File: config.mk
export PLATFORM = sky130hd
export DESIGN_NAME = demo_scene_sequencer
export DESIGN_NICKNAME = d
export VERILOG_FILES = /design/src/rtl/demo_pkg.sv /design/src/rtl/btn_sync_edge.sv /design/src/rtl/demo_scene_sequencer.sv
export SDC_FILE = /design/constraint.sdc
export NUM_CORES = 1
export LEC_CHECK = 0
export CAP_MARGIN = 5
export CORE_ASPECT_RATIO = 1.1
export CORE_MARGIN = 2
export CORE_UTILIZATION = 55
export CTS_BUF_LIST = sky130_fd_sc_hd__clkbuf_4 sky130_fd_sc_hd__clkbuf_8
export DETAILED_ROUTE_END_ITERATION = 10
export PLACE_DENSITY_LB_ADDON = 0.08
export SETUP_SLACK_MARGIN = 0.05
export SYNTH_ARGS = -nofsm -noshare
export SYNTH_HDL_FRONTEND = slang
export SYNTH_SLANG_ARGS = --single-unit
File: constraint.sdc
create_clock -name clk -period 2.7 [get_ports clk]
set_clock_uncertainty 0.2 [all_clocks]
set_input_delay 0.54 -clock clk [delete_from_list [all_inputs] [get_ports clk]]
set_output_delay 0.54 -clock clk [all_outputs]
set_load 0.1 [all_outputs]
File: src/rtl/demo_pkg.sv
`default_nettype none
// ============================================================================
// Module      : demo_pkg
// Description : Shared types and constants for the demo scene sequencer.
// Revision    : 1.0 - initial release
// ============================================================================
package demo_pkg;

    typedef enum logic [1:0] {
        IDLE     = 2'd0,
        FADE_IN  = 2'd1,
        RUN      = 2'd2,
        FADE_OUT = 2'd3
    } phase_t;

    localparam int         FADE_MAX    = 15;
    localparam logic [7:0] c_lfsr_taps = 8'hB8;
    localparam logic [7:0] c_lfsr_seed = 8'h01;

    // len_sel 0..3 selects 64, 128, 256 or 512 frames of RUN
    function automatic logic [9:0] scene_len(input logic [1:0] sel);
        return 10'd64 << sel;
    endfunction

endpackage
`default_nettype wire

File: src/rtl/btn_sync_edge.sv
`default_nettype none
// ============================================================================
// Module      : btn_sync_edge
// Description : Two-flop synchroniser with optional rising-edge pulse output.
// Revision    : 1.0 - initial release
// ============================================================================
module btn_sync_edge #(
    parameter bit EDGE_EN = 1'b1
) (
    input  logic clk,
    input  logic rst_n,
    input  logic i_ena,
    input  logic i_async,
    output logic o_sync,
    output logic o_rise
);

    logic r_meta;
    logic r_sync;

    always_ff @(posedge clk) begin
        if (!rst_n) begin
            r_meta <= 1'b0;
            r_sync <= 1'b0;
        end else if (i_ena) begin
            r_meta <= i_async;
            r_sync <= r_meta;
        end
    end

    assign o_sync = r_sync;

    generate
        if (EDGE_EN) begin : g_edge
            logic r_sync_d;

            always_ff @(posedge clk) begin
                if (!rst_n) begin
                    r_sync_d <= 1'b0;
                end else if (i_ena) begin
                    r_sync_d <= r_sync;
                end
            end

            assign o_rise = r_sync & ~r_sync_d;
        end else begin : g_no_edge
            assign o_rise = 1'b0;
        end
    endgenerate

endmodule
`default_nettype wire

File: src/rtl/demo_scene_sequencer.sv
`default_nettype none
// ============================================================================
// Module      : demo_scene_sequencer
// Description : Per-frame scene/fade scheduler; DEMO_SCENE_SHUFFLE_EN enables
//               LFSR-driven scene order instead of sequential.
// Revision    : 1.0 - initial release
// ============================================================================
module demo_scene_sequencer
    import demo_pkg::*;
#(
    parameter int NUM_SCENES = 4,
    parameter int FRAME_W    = 10,
    parameter int FADE_STEPS = FADE_MAX + 1
) (
    input  logic                          clk,
    input  logic                          rst_n,
    input  logic                          ena,
    input  logic                          frame_tick,
    input  logic                          btn_next,
    input  logic                          btn_pause,
    input  logic [1:0]                    len_sel,
    output logic [1:0]                    scene_id,
    output logic [FRAME_W-1:0]            scene_frame,
    output logic [$clog2(FADE_STEPS)-1:0] fade_level,
    output logic                          scene_start,
    output logic [1:0]                    phase
);

    localparam int                c_fade_w   = $clog2(FADE_STEPS);
    localparam logic [c_fade_w-1:0] c_fade_top = c_fade_w'(FADE_STEPS - 1);
    localparam logic [1:0]        c_last_scene = 2'(NUM_SCENES - 1);

    phase_t               r_state,       w_state_nxt;
    logic [1:0]           r_scene_id,    w_scene_id_nxt;
    logic [FRAME_W-1:0]   r_scene_frame, w_scene_frame_nxt;
    logic [FRAME_W-1:0]   r_scene_len,   w_scene_len_nxt;
    logic [c_fade_w-1:0]  r_fade,        w_fade_nxt;
    logic                 r_scene_start, w_scene_start_nxt;
    logic                 r_next_pend,   w_next_pend_nxt;

    logic w_next_rise;
    logic w_next_sync_unused;
    logic w_pause_sync;
    logic w_pause_rise_unused;
    logic w_tick;
    logic [1:0] w_seq_scene;
    logic [1:0] w_next_scene;

    btn_sync_edge #(.EDGE_EN(1'b1)) u_sync_next (
        .clk     (clk),
        .rst_n   (rst_n),
        .i_ena   (ena),
        .i_async (btn_next),
        .o_sync  (w_next_sync_unused),
        .o_rise  (w_next_rise)
    );

    btn_sync_edge #(.EDGE_EN(1'b0)) u_sync_pause (
        .clk     (clk),
        .rst_n   (rst_n),
        .i_ena   (ena),
        .i_async (btn_pause),
        .o_sync  (w_pause_sync),
        .o_rise  (w_pause_rise_unused)
    );

    // ena gating lives in the register process; here only tick and pause matter
    assign w_tick      = frame_tick & ~w_pause_sync;
    assign w_seq_scene = (r_scene_id == c_last_scene) ? 2'd0 : r_scene_id + 2'd1;

`ifdef DEMO_SCENE_SHUFFLE_EN
    logic [7:0] r_lfsr;
    logic [1:0] w_rand_scene;

    always_ff @(posedge clk) begin
        if (!rst_n) begin
            r_lfsr <= c_lfsr_seed;
        end else if (ena && w_tick) begin
            r_lfsr <= {1'b0, r_lfsr[7:1]} ^ (r_lfsr[0] ? c_lfsr_taps : 8'h00);
        end
    end

    assign w_rand_scene = 2'(int'(r_lfsr[1:0]) % NUM_SCENES);
    // A repeat of the current scene falls back to the sequential successor
    assign w_next_scene = (w_rand_scene == r_scene_id) ? w_seq_scene : w_rand_scene;
`else
    assign w_next_scene = w_seq_scene;
`endif

    always_ff @(posedge clk) begin
        if (!rst_n) begin
            r_state       <= IDLE;
            r_scene_id    <= 2'd0;
            r_scene_frame <= '0;
            r_scene_len   <= '0;
            r_fade        <= '0;
            r_scene_start <= 1'b0;
            r_next_pend   <= 1'b0;
        end else if (ena) begin
            r_state       <= w_state_nxt;
            r_scene_id    <= w_scene_id_nxt;
            r_scene_frame <= w_scene_frame_nxt;
            r_scene_len   <= w_scene_len_nxt;
            r_fade        <= w_fade_nxt;
            r_scene_start <= w_scene_start_nxt;
            r_next_pend   <= w_next_pend_nxt;
        end
    end

    always_comb begin
        w_state_nxt       = r_state;
        w_scene_id_nxt    = r_scene_id;
        w_scene_frame_nxt = r_scene_frame;
        w_scene_len_nxt   = r_scene_len;
        w_fade_nxt        = r_fade;
        w_scene_start_nxt = 1'b0;
        w_next_pend_nxt   = r_next_pend | w_next_rise;

        if (w_tick) begin
            case (r_state)
                IDLE: begin
                    w_state_nxt       = FADE_IN;
                    w_scene_start_nxt = 1'b1;
                    w_scene_len_nxt   = FRAME_W'(scene_len(len_sel));
                end
                FADE_IN: begin
                    if (r_next_pend) begin
                        w_state_nxt     = FADE_OUT;
                        w_next_pend_nxt = w_next_rise;
                    end else begin
                        w_fade_nxt = r_fade + c_fade_w'(1);
                        if (r_fade == c_fade_top - c_fade_w'(1)) begin
                            w_state_nxt       = RUN;
                            w_scene_frame_nxt = '0;
                        end
                    end
                end
                RUN: begin
                    w_fade_nxt = c_fade_top;
                    // The exit tick does not count, so scene_frame tops out at scene_len-1
                    if (r_next_pend || (r_scene_frame == r_scene_len - FRAME_W'(1))) begin
                        w_state_nxt     = FADE_OUT;
                        w_next_pend_nxt = w_next_rise;
                    end else begin
                        w_scene_frame_nxt = r_scene_frame + FRAME_W'(1);
                    end
                end
                FADE_OUT: begin
                    w_next_pend_nxt = w_next_rise;
                    if (r_fade <= c_fade_w'(1)) begin
                        w_fade_nxt        = '0;
                        w_state_nxt       = FADE_IN;
                        w_scene_id_nxt    = w_next_scene;
                        w_scene_frame_nxt = '0;
                        w_scene_start_nxt = 1'b1;
                        w_scene_len_nxt   = FRAME_W'(scene_len(len_sel));
                    end else begin
                        w_fade_nxt = r_fade - c_fade_w'(1);
                    end
                end
                default: w_state_nxt = IDLE;
            endcase
        end
    end

    assign scene_id    = r_scene_id;
    assign scene_frame = r_scene_frame;
    assign fade_level  = r_fade;
    assign scene_start = r_scene_start;
    assign phase       = r_state;

endmodule
`default_nettype wire

==> results.cfg <==
[routing]
remaining_drc_errors = 0
finalWirelength_mm = 3.78
routedWlPerCell_um = 14.1
ant_nets = 0
viasPerCell = 5.86
drt-initial-drc-count = 41
drt_pass1_iterations = 4
vias = 1571

[grt]
grt_pass1_wl_mm = 6.51
grt_max_degree = 20
grtUsageTotal = 0.225
grt_pass1_vias = 1559
overflow = 0
antenna_found_initial = 0

[final_layout]
nets = 252
seq_area_um2 = 586
layout.cells.most_common = buf_4
multi_input_area_um2 = 1060
final_cell_area_um2 = 2070
n_antenna_cell = 0
drive_gt1_frac = 0.205
area.growth.synth_to_final_pct = 18.9
fillers = 246
layout.cells.most_common_list = 29 x buf_4, 25 x dfxtp_1, 20 x nor2_1, 16 x a21oi_1

[synthesis]
synth_ff_type = dfxtp_1
syn_avg_cell_area_um2 = 8.75
synth_edf_count = 0
yosysWarnings = 0
ys_async_sr_fraction = 0
yosysSeqAreaShare = 0.334
synth-seq-cells = 29
synthCells = 199
syn-num-nets = 218
syn_area_um2 = 1740
synth.distinct_cells = 45

[sta]
period_needed_ns = 2.39
tns_ns = 0
finalHoldViolations = 0
relSlewSlack = 0.620
worst_slack_ns = 0.308
setup-violations-final = 0
drv_slew = 0
rsz0062_at_grt = no
tightest_slew_ns = 0.569
fmax_ghz = 0.418
finalCritPeriodShare = 0.886

[place]
dp_hpwl_mm = 2.77
dp_slack_ns = 0.0221
portBuffers = 26
placed_area_um2 = 2010
gp_congestion = 0.813

[worst_setup_path]
critPathArrivalTime_ns = 2.46
cp.required_ns = 2.77
path_class = reg -> reg
worstSetupStartpointType = register
crit_path_max_fanout = 19
end_kind = register

[floorplan]
num_rows = 21
dieArea_um2 = 3630
coreArea_um2 = 3020
start_util = 0.576
die_w_um = 57.6
num_io_pins = 27
die_h_um = 63

[cts]
cts.reportedPaths.clkPinSlew_ns = 0.10
htreeDepth = 2
ctsHoldBuffers = 0
cts_buffers = 5
cts.repair.resized = 0
cts_num_sinks = 29
cts_tree = done
clock_latency_ns = 0.33
post-cts-setup-buffers = 0
clockRootBuffer = clkbuf_4
clk_path_buf_depth = 2

[power]
p_int_uw = 633
p_leak_nw = 0.808
combPwrFrac = 0.184
switchingPower_uw = 264
power_density_nw_per_um2 = 433
switching_share = 0.295
max-vdd-ir-drop_mv = 0.321
p_seq_frac = 0.505
p_clk_frac = 0.312

[flow_run]
drv_cap = 0

[outcome]
status = finished, final reports clean

[worst_hold_path]
min_path_type = reg -> reg
## power groups by stage
stage | registers, mW | logic (mW) | clock network [mW]
floorplan | 0.499 | 0.0823 | 0
detailed placement | 0.462 | 0.165 | 0
CTS | 0.452 | 0.165 | 0.291
global route | 0.455 | 0.178 | 0.311
global placement | 0.462 | 0.159 | 0
finish | 0.453 | 0.165 | 0.279
## state kept, by name, indices dropped and copies added (netlist names)
signal and count:
u_sync_next.o_sync 1, u_sync_next.r_meta 1, r_next_pend 1, phase 2
u_sync_pause.o_sync 1, scene_start 1, fade_level 4, scene_id 2
u_sync_pause.r_meta 1, u_sync_next.g_edge.r_sync_d 1, scene_frame 10, r_scene_len 4
## area by class of cell
cell class / instances / share of cell area
clock buffers: 8 / 0.0290
inverters: 10 / 0.0181
multi-input cells: 151 / 0.510
flip-flops and latches: 29 / 0.283
well taps: 34 / 0.0206
repair buffers: 36 / 0.139
## through the flow
| step | std cells | total power, mW | util | hold WS (ns) |
|---|---|---|---|---|
| after global placement | 260 | 0.621 | 0.665 | 0.259 |
| final | 268 | 0.897 | 0.685 | 0.283 |
| after CTS | 268 | 0.909 | 0.685 | 0.282 |
| after detailed placement | 260 | 0.627 | 0.665 | 0.269 |
| after floorplan | 199 | 0.581 | - | 0.258 |
| after global routing | 268 | 0.944 | 0.685 | 0.326 |
## kinds of logic (layout without fill, tap and decap cells)
group / Yosys count / count (layout) / share of synthesized area
AOI/OAI and AO/OA: 49 / 49 / 0.183
xor gates and xnor gates: 6 / 6 / 0.0302
adders and majority gates: 11 / 11 / 0.0791
buffers and inverters: 19 / 54 / 0.0597
DFF: 29 / 29 / 0.334
muxes: 12 / 12 / 0.0690
and+or+nand+nor: 73 / 73 / 0.246
## routing by layer
layer	routed length, um	GRT usage
met4	70	0.108
met2	1920	0.382
met1	1640	0.254
met3	145	0.0642
met5	0	0
## synth_stat cells (3+ instances only)
cell type   n  share of area
nor2b_1     3          0.011
xor2_1      4          0.020
clkbuf_1    3         0.0065
mux2i_1    12          0.069
buf_6       4          0.026
or4_1       5          0.022
dfxtp_1    29           0.33
nand3_1     6          0.017
nand2_1    11          0.024
and3_1      3          0.011
o21ai_0    12          0.035
nand4_1     5          0.018
inv_1       9          0.019
a211oi_1    3          0.013
a21oi_1    16          0.046
o31ai_1     6          0.026
nand2b_1    3          0.011
o211ai_1    3          0.013
ha_1       11          0.079
nor2_1     20          0.043
## worst max-delay path: stages, from the launching register on
cell     delay, ns
dfxtp_1       0.40
inv_1         0.07
ha_1          0.30
xor2_1        0.14
and4_1        0.19
and3_1        0.36
or4_1         0.54
a21oi_1       0.14
## worst paths after layout
kind / startpoint / cells past startpoint / to / slack (ns)
max: r_scene_len[6] / 7 / scene_frame[3] / 0.31
min: scene_start / 2 / scene_start / 0.28
max reg2reg: r_scene_len[6] / 7 / scene_frame[3] / 0.31
min reg2reg: scene_start / 2 / scene_start / 0.28
Power figures use the tool's default switching activity.
